[config.mk]
export PLATFORM = sky130hd
export DESIGN_NAME = key_mode_ctrl
export DESIGN_NICKNAME = d
export VERILOG_FILES = /design/src/rtl/key_mode_ctrl.sv
export SDC_FILE = /design/constraint.sdc
export NUM_CORES = 1
export LEC_CHECK = 0
export CORE_MARGIN = 1
export CORE_UTILIZATION = 45
export CTS_CLUSTER_DIAMETER = 200
export CTS_CLUSTER_SIZE = 25
export DETAILED_ROUTE_END_ITERATION = 6
export SYNTH_ARGS = -nofsm -noshare
export SYNTH_HDL_FRONTEND = slang
export SYNTH_SLANG_ARGS = --single-unit
[constraint.sdc]
create_clock -name clk -period 2.3 [get_ports clk]
set_input_delay 0.69 -clock clk [delete_from_list [all_inputs] [get_ports clk]]
set_output_delay 0.69 -clock clk [all_outputs]
set_load 0.1 [all_outputs]
[src/rtl/key_mode_ctrl.sv]
// key_mode_ctrl: debounces two active-low keys and selects happy/sad/none display mode.
// Optional macro AUTO_TOGGLE_EN adds an idle auto-swap between HAPPY and SAD.
module key_mode_ctrl #(
    parameter int unsigned DEB_CYCLES  = 20000,
    parameter logic [23:0] AUTO_CYCLES = 24'd10000000
) (
    input  logic       clk,
    input  logic       rst,
    input  logic [1:0] key_raw,
    output logic [1:0] mode_out,
    output logic [1:0] press_pulse,
    output logic [1:0] key_db
);
    typedef enum logic [1:0] {NONE, HAPPY, SAD} state_t;

    localparam logic [15:0] DEB_LAST = 16'(DEB_CYCLES - 1);

    logic [1:0]  sync1, sync2, db_q, db_qq;
    logic [15:0] cnt [2];
    state_t      state, state_next;
    logic [1:0]  mode_next;

    always_ff @(posedge clk) begin
        if (rst) begin
            sync1       <= 2'b11;
            sync2       <= 2'b11;
            db_q        <= 2'b11;
            db_qq       <= 2'b11;
            press_pulse <= 2'b00;
        end else begin
            sync1       <= key_raw;
            sync2       <= sync1;
            db_q        <= key_db;
            db_qq       <= db_q;
            press_pulse <= db_qq & ~db_q;
        end
    end

    // Counter runs only while the synchronized level disagrees with the accepted level
    always_ff @(posedge clk) begin
        for (int i = 0; i < 2; i++) begin
            if (rst) begin
                cnt[i]    <= '0;
                key_db[i] <= 1'b1;
            end else if (sync2[i] == key_db[i]) begin
                cnt[i] <= '0;
            end else if (cnt[i] == DEB_LAST) begin
                cnt[i]    <= '0;
                key_db[i] <= sync2[i];
            end else begin
                cnt[i] <= cnt[i] + 16'd1;
            end
        end
    end

`ifdef AUTO_TOGGLE_EN
    localparam logic [23:0] AUTO_LAST = AUTO_CYCLES - 24'd1;
    logic [23:0] auto_cnt;
    logic        swap;

    assign swap = (press_pulse == 2'b00) && (state != NONE) && (auto_cnt == AUTO_LAST);

    always_ff @(posedge clk) begin
        if (rst || press_pulse != 2'b00 || state == NONE || swap)
            auto_cnt <= '0;
        else
            auto_cnt <= auto_cnt + 24'd1;
    end
`else
    logic swap;
    logic unused_auto;
    assign swap        = 1'b0;
    assign unused_auto = ^AUTO_CYCLES;
`endif

    always_ff @(posedge clk) begin
        if (rst) begin
            state    <= NONE;
            mode_out <= 2'b00;
        end else begin
            state    <= state_next;
            mode_out <= mode_next;
        end
    end

    // A single-key press wins over the auto swap; a simultaneous double press is ignored
    always_comb begin
        state_next = state;
        state_next = press_pulse == 2'b10 ? HAPPY :
                     press_pulse == 2'b01 ? SAD   :
                     swap ? (state == HAPPY ? SAD : HAPPY) : state;
        mode_next  = state_next == HAPPY ? 2'b10 :
                     state_next == SAD   ? 2'b01 : 2'b00;
    end
endmodule
==> results of run 1 <==
[cell type report]
class	instances	area [sq um]	area share
multi-input cells	177	1020	0.386
flip-flops and latches	48	1280	0.485
well taps	67	83.8	0.0318
clock inverters	1	5.00	0.00190
clock buffers	7	97.6	0.0370
repair buffers	15	120	0.0455
inverters	9	33.8	0.0128
[power by group through the flow]
stage | Combinational, mW | Sequential, mW | Clock, mW
final | 0.0717 | 0.973 | 0.555
after global routing | 0.0817 | 0.979 | 0.596
after CTS | 0.0707 | 0.973 | 0.576
after detailed placement | 0.0699 | 0.993 | 0
after global placement | 0.0700 | 0.993 | 0
after floorplan | 0.0540 | 0.986 | 0
[per-layer routing]
| layer | GRT usage | part of all wire | vias to the layer above |
|---|---|---|---|
| met2 | 0.240 | 0.43 | 23 |
| met4 | 0.0654 | 0.017 | 0 |
| met5 | 0 | 0 | - |
| met3 | 0.0331 | 0.033 | 5 |
| li1 | - | - | 791 |
| met1 | 0.220 | 0.52 | 708 |
[state kept, by name, indices dropped and copies added, names as in the netlist]
name	count
press_pulse	2
sync1	2
db_q	2
mode_out	2
sync2	2
cnt	32
key_db	2
state	2
db_qq	2
[worst max-delay path, cell delays in order, from the launching register on]
cell and delay [ns]:
edfxtp_1 0.45, or4_1 0.60, nor4_4 0.35, or2_0 0.15, buf_4 0.22, nor2_1 0.08
[per-stage QoR]
stage          area [sq um]  utilization  setup WS [ns]
2_1_floorplan          2380            -          0.158
3_3_place_gp           2540        0.530          0.234
3_5_place_dp           2540        0.530          0.169
4_1_cts                2640        0.552          0.167
5_1_grt                2640        0.552         0.0803
6_report               2640        0.552          0.197
[synth_stat cells, types with 4 or more instances]
cell,number
edfxtp_1,32
nand3_1,9
nor3_1,9
inv_1,9
a21oi_1,4
dfxtp_1,16
or2_2,7
nor4_1,5
nand4_1,10
nor2_1,35
nand2_1,9
xnor2_1,18
nor2_2,4
xor2_1,10
[path summary, 6_finish.rpt]
path	start	end	cells past startpoint
worst max register to register	cnt[1][7]$_SDFFCE_PN0P_	cnt[1][5]$_SDFFCE_PN0P_	5
worst max-delay path	cnt[1][7]$_SDFFCE_PN0P_	cnt[1][5]$_SDFFCE_PN0P_	5
worst min register to register	db_qq[0]$_SDFF_PP1_	press_pulse[0]$_SDFF_PP0_	2
worst min-delay path	db_qq[0]$_SDFF_PP1_	press_pulse[0]$_SDFF_PP0_	2
[kinds of logic after synthesis]
family                     share of synthesized area
and+or+nand+nor                                0.257
adders and majority gates                     0.0155
AOI/OAI and AO/OA                             0.0166
DFF                                            0.567
other                                        0.00166
buffers and inverters                         0.0338
xor gates and xnor gates                       0.109
==> summary.txt, run 1 <==
Routing
  • First drt pass iteration count: 4
  • Vias: 1527
  • Vias/cell: 4.71
  • DR WL/cell: 11.3 microns
  • Detailed-route wire length: 3660 microns
  • Antenna-violating nets left: 0
  • DRC: 0
  • Iter 0 DRT Violations: 90

STA
  • Setup TNS: 0 ns
  • Period utilization: 0.914
  • Unrepaired setup endpoints after global routing: no
  • Count of pins over their slew limit: 0
  • Clock skew: 0.00691 ns
  • Final setup viols: 0
  • Final hold vios: 0
  • Hold Slack: 0.419 ns
  • Fin crit period: 2.10 ns
  • Max Freq: 476 MHz

Power and ir drop
  • Max VDD drop: 0.350 mV
  • Switching share of power: 0.214
  • Net load switching power: 0.342 mW
  • Leakage power figure: 0.951 nW
  • Total Power: 1.60 mW
  • Power Density: 606 mW/mm^2
  • Power share of the clock group: 0.347
  • Gate power share: 0.045
  • Sequential share of power: 0.608
  • Internal Power: 1.26 mW

Floorplanning
  • Initial Util: 0.472
  • Die width: 72.9 microns
  • Num rows: 25
  • Die height: 72.9 microns
  • IO Pins: 10
  • Core Area: 0.00479 sq mm
  • Die area: 0.00531 sq mm

Setup path
  • Worst path arrival time: 2.15 ns
  • Crit-path max FO: 14
  • CP Launch Type: register
  • Nature of the critical path endpoint: register
  • Critical path data required time: 2.35 ns
  • R2r setup slk: 0.20 ns
  • WS Path Type: register to register

Global routing
  • First-pass GRT wire length: 6290 microns
  • Grt total ovfl: 0
  • Initial antenna violation count: 0
  • Vias in the first global route: 1365
  • Pin count of the biggest net entering global routing: 16
  • Total Routing Usage GR: 0.158

Status
  • Status: complete, no violations

Yosys
  • Yosys top cell by area: edfxtp_1
  • Yosys top cell area share: 0.425
  • Sequential-to-total area share from yosys stat: 0.567
  • Post-Syn Area: 0.00226 sq mm
  • Seq cells post-synth: 48
  • Synth top area cells: edfxtp_1, dfxtp_1, xnor2_1
  • FFs w/ async S/R, synth: 0
  • Post-synth EDFFs: 32
  • Yosys synthesis warning count: 0
  • Avg Cell Area, Syn: 10.9 sq um
  • Post-synthesis cell count: 208
  • Synth Flop Type: edfxtp_1
  • Synth unique cells: 36

Placement
  • Gp weighted congestion: 0.769
  • Port bufs: 9
  • Dpl hpwl: 2650 microns
  • Placed cell count: 316

CTS
  • CTS tree: done
  • Cts repair resizes: 0
  • Worst-case clock buffer depth: 2
  • Postcts setup bufs: 0
  • CTS sink cnt: 48
  • Clock slew at reported path FFs: 0.09 ns
  • Num CTS Buffers: 5
  • H-tree depth: 2
  • Clk_lat worst skew: 0.30 ns
  • CTS Root Cell: clkbuf_8
  • Cts hold-fix bufs: 0

Layout
  • Antenna Cells: 0
  • Area growth from synthesis to layout: 16.8%
  • Fill cell count: 465
  • Non-Filler Instances: 324
  • Most frequent cells in the layout: nor2_1, edfxtp_1, conb_1
  • Final-stage net count: 262
  • Most common cell after layout, fill and taps aside: nor2_1
  • Share of layout cells above drive strength 1: 0.136

Flow run
  • MaxCap Viol Count: 0

Min path
  • Worst min-delay path class: register to register
No activity file was read; power rests on OpenSTA's default activity.
==> run 2, diff against run 1 <==
--- a/config.mk
+++ b/config.mk
@@ -5,6 +5,7 @@
 export SDC_FILE = /design/constraint.sdc
 export NUM_CORES = 1
 export LEC_CHECK = 0
+export CAP_MARGIN = 15
 export CORE_MARGIN = 1
 export CORE_UTILIZATION = 45
 export CTS_CLUSTER_DIAMETER = 200
==> results of run 2 <==
The final DEF is identical to that of run 1; final timing and power are the same.
==> variant (flow settings as in run 1) <==
Change the parameter `DEB_CYCLES` from 20000 to 10000.
--- a/src/rtl/key_mode_ctrl.sv
+++ b/src/rtl/key_mode_ctrl.sv
@@ -3,3 +3,3 @@
 module key_mode_ctrl #(
-    parameter int unsigned DEB_CYCLES  = 20000,
+    parameter int unsigned DEB_CYCLES  = 10000,
     parameter logic [23:0] AUTO_CYCLES = 24'd10000000
Behaviour: no difference found for any inputs over 10 cycles, from zero or initial values and one cycle with rst high; that may be too few to reach the edited logic, so the function may still have changed.
==> variant against run 1 <==
Non-clock buffer count down 2; total power up 1.8%; hold slack worse by 0.0067 ns; area after synthesis down 2.0%; utilization up 0.25 points; sequential power about the same; die area down 1.9%; design area down 0.85%; maximum frequency up 19%; worst setup slack better by 0.33 ns; sequential cell count unchanged; sequential share of layout area up 0.42 points; wire length down 11%.
==> variant: results (changes against run 1) <==
antenna_found_initial: 0  # unchanged
yosysUniqueCellTypes: 28  # -22%
drt_iter0_markers: 46  # -49%
grt_pass1_vias: 1269  # -7.0%
postCtsSetupRepairBufs: 0  # unchanged
top_register: "cnt"
vias: 1454  # -4.8%
worstHoldStart: "db_qq[1]"
track_usage_pct: 13.7  # -2.1 points
clk_latency_ns: 0.29
post_cts_resized: 0  # unchanged
arrival_ns: 1.82  # -0.33 ns
fin_worst_skew_ns: 0.00354  # -0.00337 ns
ctsHtreeMaxLevel: 2  # unchanged
synth_common_cells: "48 x nor2_1, 32 x edfxtp_1, 26 x xnor2_1"
max-vdd-ir-drop_uv: 329  # -6.1%
hp-class: "register to register"
hpwl_um: 2300  # -13%
numPortBuffers: 9  # unchanged
grt_max_degree: 16  # unchanged
leakagePower_uw: 0.000933  # -1.8%
grt_pass1_wl_um: 5440  # -13%
cts_root_buffer: "clkbuf_8"
cp_max_fo: 15  # +1
ys.flop_type: "edfxtp_1"
wl_per_cell_um: 9.99  # -11%
gp_congestion: 0.744  # -3.2%
layout-drive-gt1-share_pct: 11.3  # -2.3 points
cts_buffers: 5  # unchanged
yosysSeqAreaShare_pct: 57.9  # +1.2 points
n_antenna_cell: 0  # unchanged
largest_register_ffs: 32  # unchanged
dp_worst_setup_slack_ns: 0.268  # +0.0987 ns
cp-startpoint: "cnt[1][6]"
avgSynthCellArea_sq_um: 10.6  # -2.0%
synth_edf_count: 32  # unchanged
fillCellCount: 449  # -3.4%
cts_buffer_depth: 2  # unchanged
placedCellCount: 316  # unchanged
ys_warn_count: 0  # unchanged
path_clk_slew_ns: 0.09  # about the same
via_per_inst: 4.49  # -4.8%
drt-pass1-iter-count: 4  # unchanged
status: "finished, final reports clean"
synth.top_cells.by_area: "edfxtp_1 43%, dfxtp_1 14%, xnor2_1 10%"
async_flop_share_pct: 0  # unchanged
fin_nets: 262  # unchanged
variant: cell count changes after synthesis, moves of 4 or more:
cell	change
a21oi_1	-4
inv_1	+5
nor2_1	+13
nor2_2	-4
nor4_1	+5
xnor2_1	+8
xor2_1	-6
variant: worst paths after layout:
check | endpoint | slack, ns | depth (start not counted)
worst max register to register | cnt[1][6] | 0.53 | 4
worst min register to register | press_pulse[1] | 0.41 | 2
worst max-delay path | cnt[1][6] | 0.53 | 4
worst min-delay path | press_pulse[1] | 0.41 | 2
variant: per-layer routing:
layer	GRT usage, %	part of all wire (%)
met1	17.0	50
met2	21.7	46
met3	4.17	2.9
met4	6.97	0.96
met5	0	0
variant: report_power, final:
part,internal (uW),switching (uW)
logic,32.2,34.9
clock network,312,275
registers,946,28.4
total,1290,338
variant: cell families (layout without fill, tap and decap cells):
group	Yosys count	count (layout)	synth area share [%]
AND/OR/NAND/NOR	105	105	23.3
flip-flops	48	48	57.9
XOR/XNOR	30	30	11.9
buffers and inverters	17	35	3.22
adder cells (fa/ha/maj)	3	3	1.58
AO/OA/AOI/OAI	3	3	1.58
other	1	32	0.169
multiplexers	1	1	0.452
variant: metrics by stage:
stage          cell area, sq um  power, uW
2_1_floorplan              2330       1040
3_3_place_gp               2500       1060
3_5_place_dp               2500       1060
4_1_cts                    2620       1660
5_1_grt                    2620       1700
6_report                   2620       1630
variant: cell type report:
cell class / instances / share of cell area [%]
timing repair buffer: 13 / 4.02
inverter: 14 / 2.01
clock buffer: 7 / 4.11
multi-input combinational: 174 / 37.4
clock inverter: 1 / 0.335
sequential: 48 / 48.9
tap: 67 / 3.20
variant: critical path: stages, from the launching register on:
cell,delay (ns)
edfxtp_1,0.47
or4_4,0.59
o31ai_4,0.17
buf_4,0.23
nor2_1,0.07
